## src/rtl/unidade_controle_comparador_pkg.sv

```systemverilog
// Shared definitions for the comparator control unit: the 4-bit state codes
// (also shown on the 7-segment debug display) and the Moore output decode.
package unidade_controle_comparador_pkg;

    // State codes are fixed because the datapath debug decoder displays them.
    typedef enum logic [3:0] {
        INICIAL     = 4'h0,
        PREPARA     = 4'h1,
        ESPERA      = 4'h2,
        REGISTRA    = 4'h4,
        COMPARA     = 4'h5,
        PROXIMO     = 4'h6,
        FIM_ACERTO  = 4'hA,
        FIM_ERRO    = 4'hE,
        FIM_TIMEOUT = 4'hF
    } estado_t;

    typedef struct packed {
        logic zera_c;
        logic conta_c;
        logic zera_r;
        logic registra_r;
        logic pronto;
        logic acertou;
        logic errou;
        logic timeout;
    } saidas_t;

    // Moore output decode: outputs depend on the state alone.
    function automatic saidas_t decodifica(input estado_t estado);
        saidas_t s;
        s = '0;
        case (estado)
            PREPARA: begin
                s.zera_c = 1'b1;
                s.zera_r = 1'b1;
            end
            REGISTRA:   s.registra_r = 1'b1;
            PROXIMO:    s.conta_c    = 1'b1;
            FIM_ACERTO: begin
                s.pronto  = 1'b1;
                s.acertou = 1'b1;
            end
            FIM_ERRO: begin
                s.pronto = 1'b1;
                s.errou  = 1'b1;
            end
            FIM_TIMEOUT: begin
                s.pronto  = 1'b1;
                s.errou   = 1'b1;
                s.timeout = 1'b1;
            end
            default: s = '0;
        endcase
        return s;
    endfunction

endpackage

```

## src/rtl/unidade_controle_comparador_contador_timeout.sv

```systemverilog
// Modulo-M up counter used as the ESPERA watchdog. 'fim' flags the last
// count (M-1). 'zera' has priority over 'conta'.
module contador_timeout #(
    parameter int unsigned M = 5000
) (
    input  logic clock,
    input  logic reset,
    input  logic zera,
    input  logic conta,
    output logic fim
);
    localparam int unsigned W = (M > 1) ? $clog2(M) : 1;
    localparam logic [W-1:0] ULTIMO = W'(M - 1);

    logic [W-1:0] cnt_q;
    logic [W-1:0] cnt_d;

    // Next count: clear, wrap at M-1, or increment.
    always_comb begin
        cnt_d = cnt_q;
        if (zera) begin
            cnt_d = '0;
        end else if (conta) begin
            if (cnt_q == ULTIMO) begin
                cnt_d = '0;
            end else begin
                cnt_d = cnt_q + 1'b1;
            end
        end
    end

    // Count register, cleared asynchronously by reset.
    always_ff @(posedge clock or posedge reset) begin
        if (reset) begin
            cnt_q <= '0;
        end else begin
            cnt_q <= cnt_d;
        end
    end

    assign fim = (cnt_q == ULTIMO);

endmodule

```

## src/rtl/unidade_controle_comparador.sv

```systemverilog
// Moore control unit for the counter/comparator datapath: clears it, waits
// for each move, registers the switches, checks 'igual' and advances the
// counter until 'fim' or a mismatch, then holds the verdict.
// Optional macro UNIDADE_CONTROLE_TIMEOUT_EN adds an ESPERA watchdog
// (TIMEOUT_CICLOS cycles) ending in FIM_TIMEOUT; without it ESPERA waits forever.
module unidade_controle_comparador
    import unidade_controle_comparador_pkg::*;
#(
    parameter int unsigned TIMEOUT_CICLOS = 5000
) (
    input  logic       clock,
    input  logic       reset,
    input  logic       iniciar,
    input  logic       jogada,
    input  logic       igual,
    input  logic       fim,
    output logic       zera_c,
    output logic       conta_c,
    output logic       zera_r,
    output logic       registra_r,
    output logic       pronto,
    output logic       acertou,
    output logic       errou,
    output logic       timeout,
    output logic [3:0] db_estado
);
    // The watchdog counter needs at least two states to be meaningful.
    if (TIMEOUT_CICLOS < 2) begin : g_timeout_invalido
        $error("TIMEOUT_CICLOS must be at least 2");
    end

    estado_t estado_q;
    estado_t estado_d;
    saidas_t saidas_q;
    saidas_t saidas_d;
    logic    em_espera;
    logic    timer_fim;

    assign em_espera = (estado_q == ESPERA);

`ifdef UNIDADE_CONTROLE_TIMEOUT_EN
    // Watchdog runs only in ESPERA and is held clear everywhere else.
    contador_timeout #(
        .M(TIMEOUT_CICLOS)
    ) u_contador_timeout (
        .clock (clock),
        .reset (reset),
        .zera  (!em_espera),
        .conta (em_espera),
        .fim   (timer_fim)
    );
`else
    assign timer_fim = 1'b0;
`endif

    // Next-state logic and output decode of the next state, so the outputs
    // can be registered and still match the state register exactly.
    always_comb begin
        estado_d = estado_q;
        case (estado_q)
            INICIAL:  if (iniciar) estado_d = PREPARA;
            PREPARA:  estado_d = ESPERA;
            ESPERA: begin
                // A move in the expiry cycle wins over the timeout.
                if (jogada) begin
                    estado_d = REGISTRA;
                end else if (em_espera && timer_fim) begin
`ifdef UNIDADE_CONTROLE_TIMEOUT_EN
                    estado_d = FIM_TIMEOUT;
`else
                    estado_d = ESPERA;
`endif
                end
            end
            REGISTRA: estado_d = COMPARA;
            COMPARA: begin
                // A mismatch takes priority over reaching the last value.
                if (!igual) begin
                    estado_d = FIM_ERRO;
                end else if (fim) begin
                    estado_d = FIM_ACERTO;
                end else begin
                    estado_d = PROXIMO;
                end
            end
            PROXIMO:    estado_d = ESPERA;
            FIM_ACERTO: if (iniciar) estado_d = PREPARA;
            FIM_ERRO:   if (iniciar) estado_d = PREPARA;
`ifdef UNIDADE_CONTROLE_TIMEOUT_EN
            FIM_TIMEOUT: if (iniciar) estado_d = PREPARA;
`endif
            default:    estado_d = INICIAL;
        endcase

        saidas_d = decodifica(estado_d);
`ifndef UNIDADE_CONTROLE_TIMEOUT_EN
        saidas_d.timeout = 1'b0;
`endif
    end

    // State and output registers; reset forces INICIAL with all outputs low.
    always_ff @(posedge clock or posedge reset) begin
        if (reset) begin
            estado_q <= INICIAL;
            saidas_q <= '0;
        end else begin
            estado_q <= estado_d;
            saidas_q <= saidas_d;
        end
    end

    assign zera_c     = saidas_q.zera_c;
    assign conta_c    = saidas_q.conta_c;
    assign zera_r     = saidas_q.zera_r;
    assign registra_r = saidas_q.registra_r;
    assign pronto     = saidas_q.pronto;
    assign acertou    = saidas_q.acertou;
    assign errou      = saidas_q.errou;
    assign timeout    = saidas_q.timeout;
    assign db_estado  = estado_q;

endmodule

```

## config.mk

```make
export PLATFORM = sky130hd
export DESIGN_NAME = unidade_controle_comparador
export DESIGN_NICKNAME = d
export VERILOG_FILES = /design/src/rtl/unidade_controle_comparador_pkg.sv /design/src/rtl/unidade_controle_comparador_contador_timeout.sv /design/src/rtl/unidade_controle_comparador.sv
export SDC_FILE = /design/constraint.sdc
export NUM_CORES = 1
export LEC_CHECK = 0
export ABC_AREA = 1
export CORE_UTILIZATION = 36
export DETAILED_ROUTE_END_ITERATION = 10
export PLACE_DENSITY = 0.76
export RECOVER_POWER = 25
export SKIP_LAST_GASP = 1
export SLEW_MARGIN = 30
export SYNTH_ARGS = -nofsm -noshare
export SYNTH_HDL_FRONTEND = slang
export SYNTH_SLANG_ARGS = --single-unit
```

## constraint.sdc

```tcl
create_clock -name clock -period 1.1 [get_ports clock]
set_input_delay 0.22 -clock clock [delete_from_list [all_inputs] [get_ports clock]]
set_output_delay 0.22 -clock clock [all_outputs]
set_load 0.01 [all_outputs]
```

### Yosys cells after proc, flatten, opt, wreduce, memory -nomap -nowiden

Cells that the tools add are included.

* output and inout bits: 12
* register bits: 10
* input bits: 6

* equal/unequal tests: 13
* muxes and demuxes: 11
* reduce and logical (&&, ||, !) cells: 5

Operators with widths (count)
* == test 4 x 3 -> 1 bit, second input constant: 5
* == test 4 bit, second input constant: 5
* one-hot mux 4 bit (5 select lines): 1
* 2-to-1 mux 4 bit: 4
* == test 4 x 1 -> 1 bit, second input constant: 2
* 2-to-1 mux 1 bit: 6
* OR reduction 3 bit: 2
* == test 4 x 2 -> 1 bit, second input constant: 1
* zero test 4 bit: 1
* OR reduction 2 bit: 2

### Logic depth before layout (Yosys ltp)

* word-level depth: 6
* mapped depth: 7
* mapped depth without buffers: 7

### Worst setup path after synthesis

Ideal clock, no wire load.

* path kind: register to register
* start point: register estado_q[0] (netlist: db_estado[0])
* end point: register saidas_q (netlist bit conta_c)
* clock period less this slack: 1077 ps
* path buffers: 0
* library setup time: 123 ps
* path slack: 23 ps
* cell stages (with the launch flop): 6
* arrival time: 954 ps
* path through: dfrtp_1 inv_2 nand4_1 nand2_1 a21oi_1 nor2_1

RTL lines
* start: declaration: RTL line unidade_controle_comparador.sv:32 `estado_t estado_q;`
* start signal: assignment: RTL line unidade_controle_comparador.sv:107 `estado_q <= estado_d;`
* end signal: assignment: RTL line unidade_controle_comparador.sv:108 `saidas_q <= saidas_d;`
* end: declaration: RTL line unidade_controle_comparador.sv:34 `saidas_t saidas_q;`

==> impl_metrics.ini <==
[critical_path]
rr_startpoint = db_estado[0]
reg2reg_to = acertou
cp.required_ps = 1260
cp.depth = 7
crit_fanout = 5
path_class = register to register
crit_arrival_ps = 1360
rr_worst_depth = 7
r2r_slack_ps = -100
endpoint = acertou
crit_top_cell = nand2_1
slowest_stage = dfrtp_2
worst_setup_path_start_kind = register
crit_buf_inv = 2
cp-startpoint = db_estado[0]
crit_chain = buf_6 > inv_6 > nand4_1 > nand2_1 > nand2_1 > nand2_2 > nor2_1
crit_family = simple AND/OR/NAND/NOR gates
slowest_delay_ps = 400
cp-end-kind = register

[place]
hpwl_um = 750.1
routabilityCongestion = 0.8135
place_ws_ps = -214.7
port_buffers = 16

[grt]
grt_pass1_wl_um = 1704
grt_pass1_vias = 432
overflow = 0
grt-busiest-layer = met2
met1_usage_pct = 20.52
grtUsageMet2_pct = 27.97
grt_usage_pct = 18.19
grt_max_degree = 11
antenna_found_initial = 0
grtUsageMet3_pct = 6.977

[synth]
avgSynthCellArea_um2 = 7.953
synth.area.top_cells = dfrtp_1, nor2_1, nand2_1
synthesis.nets = 65
ys_warn_count = 0
synth_top_cell_by_area = dfrtp_1
ys_types = 15
ys_seq_elements = 10
seq_area_frac_synth_pct = 53.33
synth_top_area_share_pct = 53.33
syn_inst = 59
synth_area_um2 = 469.2

[power_and_ir_drop]
total_power_uw = 1649
p_seq_share_pct = 31.1
p_switching_uw = 652.4
swShare_pct = 39.57
ir_drop_mv = 0.9417
power.internal_uw = 996.3
power_density_nw_per_um2 = 2304
p_leak_uw = 0.0003996
pwr-share-clk_pct = 14.9
comb_power_share_pct = 54.0

[timing]
timing.final.crit_period_ps = 1200
fin_crit_sh_pct = 109.1
fmax_mhz = 833.4
final_hold_viol_count = 0
skew_ps = 3.805
rsz0062_at_grt = yes
drv_slew = 0
setup_viol = 5
fin_ws_ps = -99.85
tns_ps = -343.0

[route]
drtPass1Iterations = 4
ant_nets = 0
wl_per_cell_um = 11.15
viasPerCell = 4.798
drc = 0
routed_wl_um = 1104
drt-initial-drc-count = 14
num_vias = 475

[clock_network]
ctsHtreeMaxLevel = 1
clk_pin_slew_worst_paths_ps = 60
cts-buffers-inserted = 3
root_buffer = clkbuf_4
cts_hold_buf = 0
cts_tree = built
clock_sinks = 10
clk_path_buf_depth = 2
clk-insertion-delay-late_ps = 270

[floorplan]
initial_core_util_pct = 40.58
die_x_um = 38.10
rows = 12
coreArea_um2 = 1156
fp.dieH_um = 38.10
die_area_um2 = 1452
top_level_ports = 18

[cells_and_area]
drive_gt1_share_pct = 35.29
antennaDiodeCount = 0
fin_util_pct = 61.90
nets = 93
syn_to_final_growth_pct = 52.53

[run]
maxCapViolations = 0

[min_path]
hold_class = input pin to async pin

[run_status]
failed_checks = negative setup slack
status = complete, but fails checks
## cells in the mapped netlist
cell and count:
a21oi_1 1, buf_4 2, conb_1 1, dfrtp_1 10, inv_1 9, inv_2 2, nand2_1 10, nand2_2 1
nand3_1 5, nand3b_1 1, nand4_1 1, nor2_1 11, nor2_2 1, o21ai_0 3, o21ai_2 1
## layer usage
layer | routed length, um | up-vias
met5 | 0 | -
met4 | 15 | 0
met3 | 70 | 2
met2 | 580 | 21
met1 | 437 | 220
li1 | - | 232
## worst min path at each step
stage	startpoint	end	slack (ps)	depth (start not counted)
after floorplan	reset	acertou	60	1
after global placement	reset	registra_r	510	2
after detailed placement	reset	errou	520	2
after CTS	reset	zera_r	240	2
after global routing	reset	zera_r	410	2
final	reset	zera_r	360	2
## area by class of cell
class	count	area, um2
well taps	14	17.52
repair buffers	25	197.7
flip-flops and latches	10	251.5
fillers	104	440.4
clock buffers	3	22.52
multi-input cells	36	180.2
inverters	11	46.29
## cells in the final DEF, fill, tap and decap left out, drive strengths merged
cell type       n
clkdlybuf4s50   4
a21oi           1
clkbuf         10
nand3           5
dlygate4sd2     1
clkdlybuf4s15   2
dlygate4sd3     1
nor2           12
nand4           1
dfrtp          10
nand2          11
nand3b          1
inv            11
o21ai           4
buf            10
conb            1
## flip-flops by register name (all words and copies together) (netlist names)
register,cells
acertou,1
conta_c,1
db_estado,4
errou,1
pronto,1
registra_r,1
zera_r,1
## worst reg2reg max path, delay by kind of cell, from the launching register on
kind | cells | cell delay (ps)
AND/OR/NAND/NOR | 5 | 490
flip-flops | 1 | 400
buffers and inverters | 2 | 200
## power groups by stage
stage	Sequential (uW)	Clock, uW	Combinational (uW)
floorplan	598	0	335
global placement	544	0	742
detailed placement	546	0	767
CTS	513	249	848
global route	522	274	978
finish	512	246	890
## per-stage QoR
stage | hold WS, ps | std cells | area, um2
floorplan | 60.18 | 59 | 469.2
global placement | 513.3 | 93 | 676.9
detailed placement | 522.1 | 93 | 676.9
CTS | 238.0 | 98 | 734.5
global route | 409.2 | 99 | 715.7
finish | 359.9 | 99 | 715.7
## what timing repair did
item | 4_1_cts | 5_1_grt
pin swaps | 4 | 1
buffers inserted | 2 | 1
hold endpoints to repair | 0 | 0
gates cloned | 0 | 0
gates resized for setup | 31 | 13
setup endpoints to repair | 17 | 15
## logic make-up after synthesis
group	share of synthesized area [%]
DFF	53.33
and+or+nand+nor	27.74
AOI/OAI and AO/OA	6.132
buffers and inverters	12.00
other	0.7992
No activity file was read; power rests on OpenSTA's default activity.
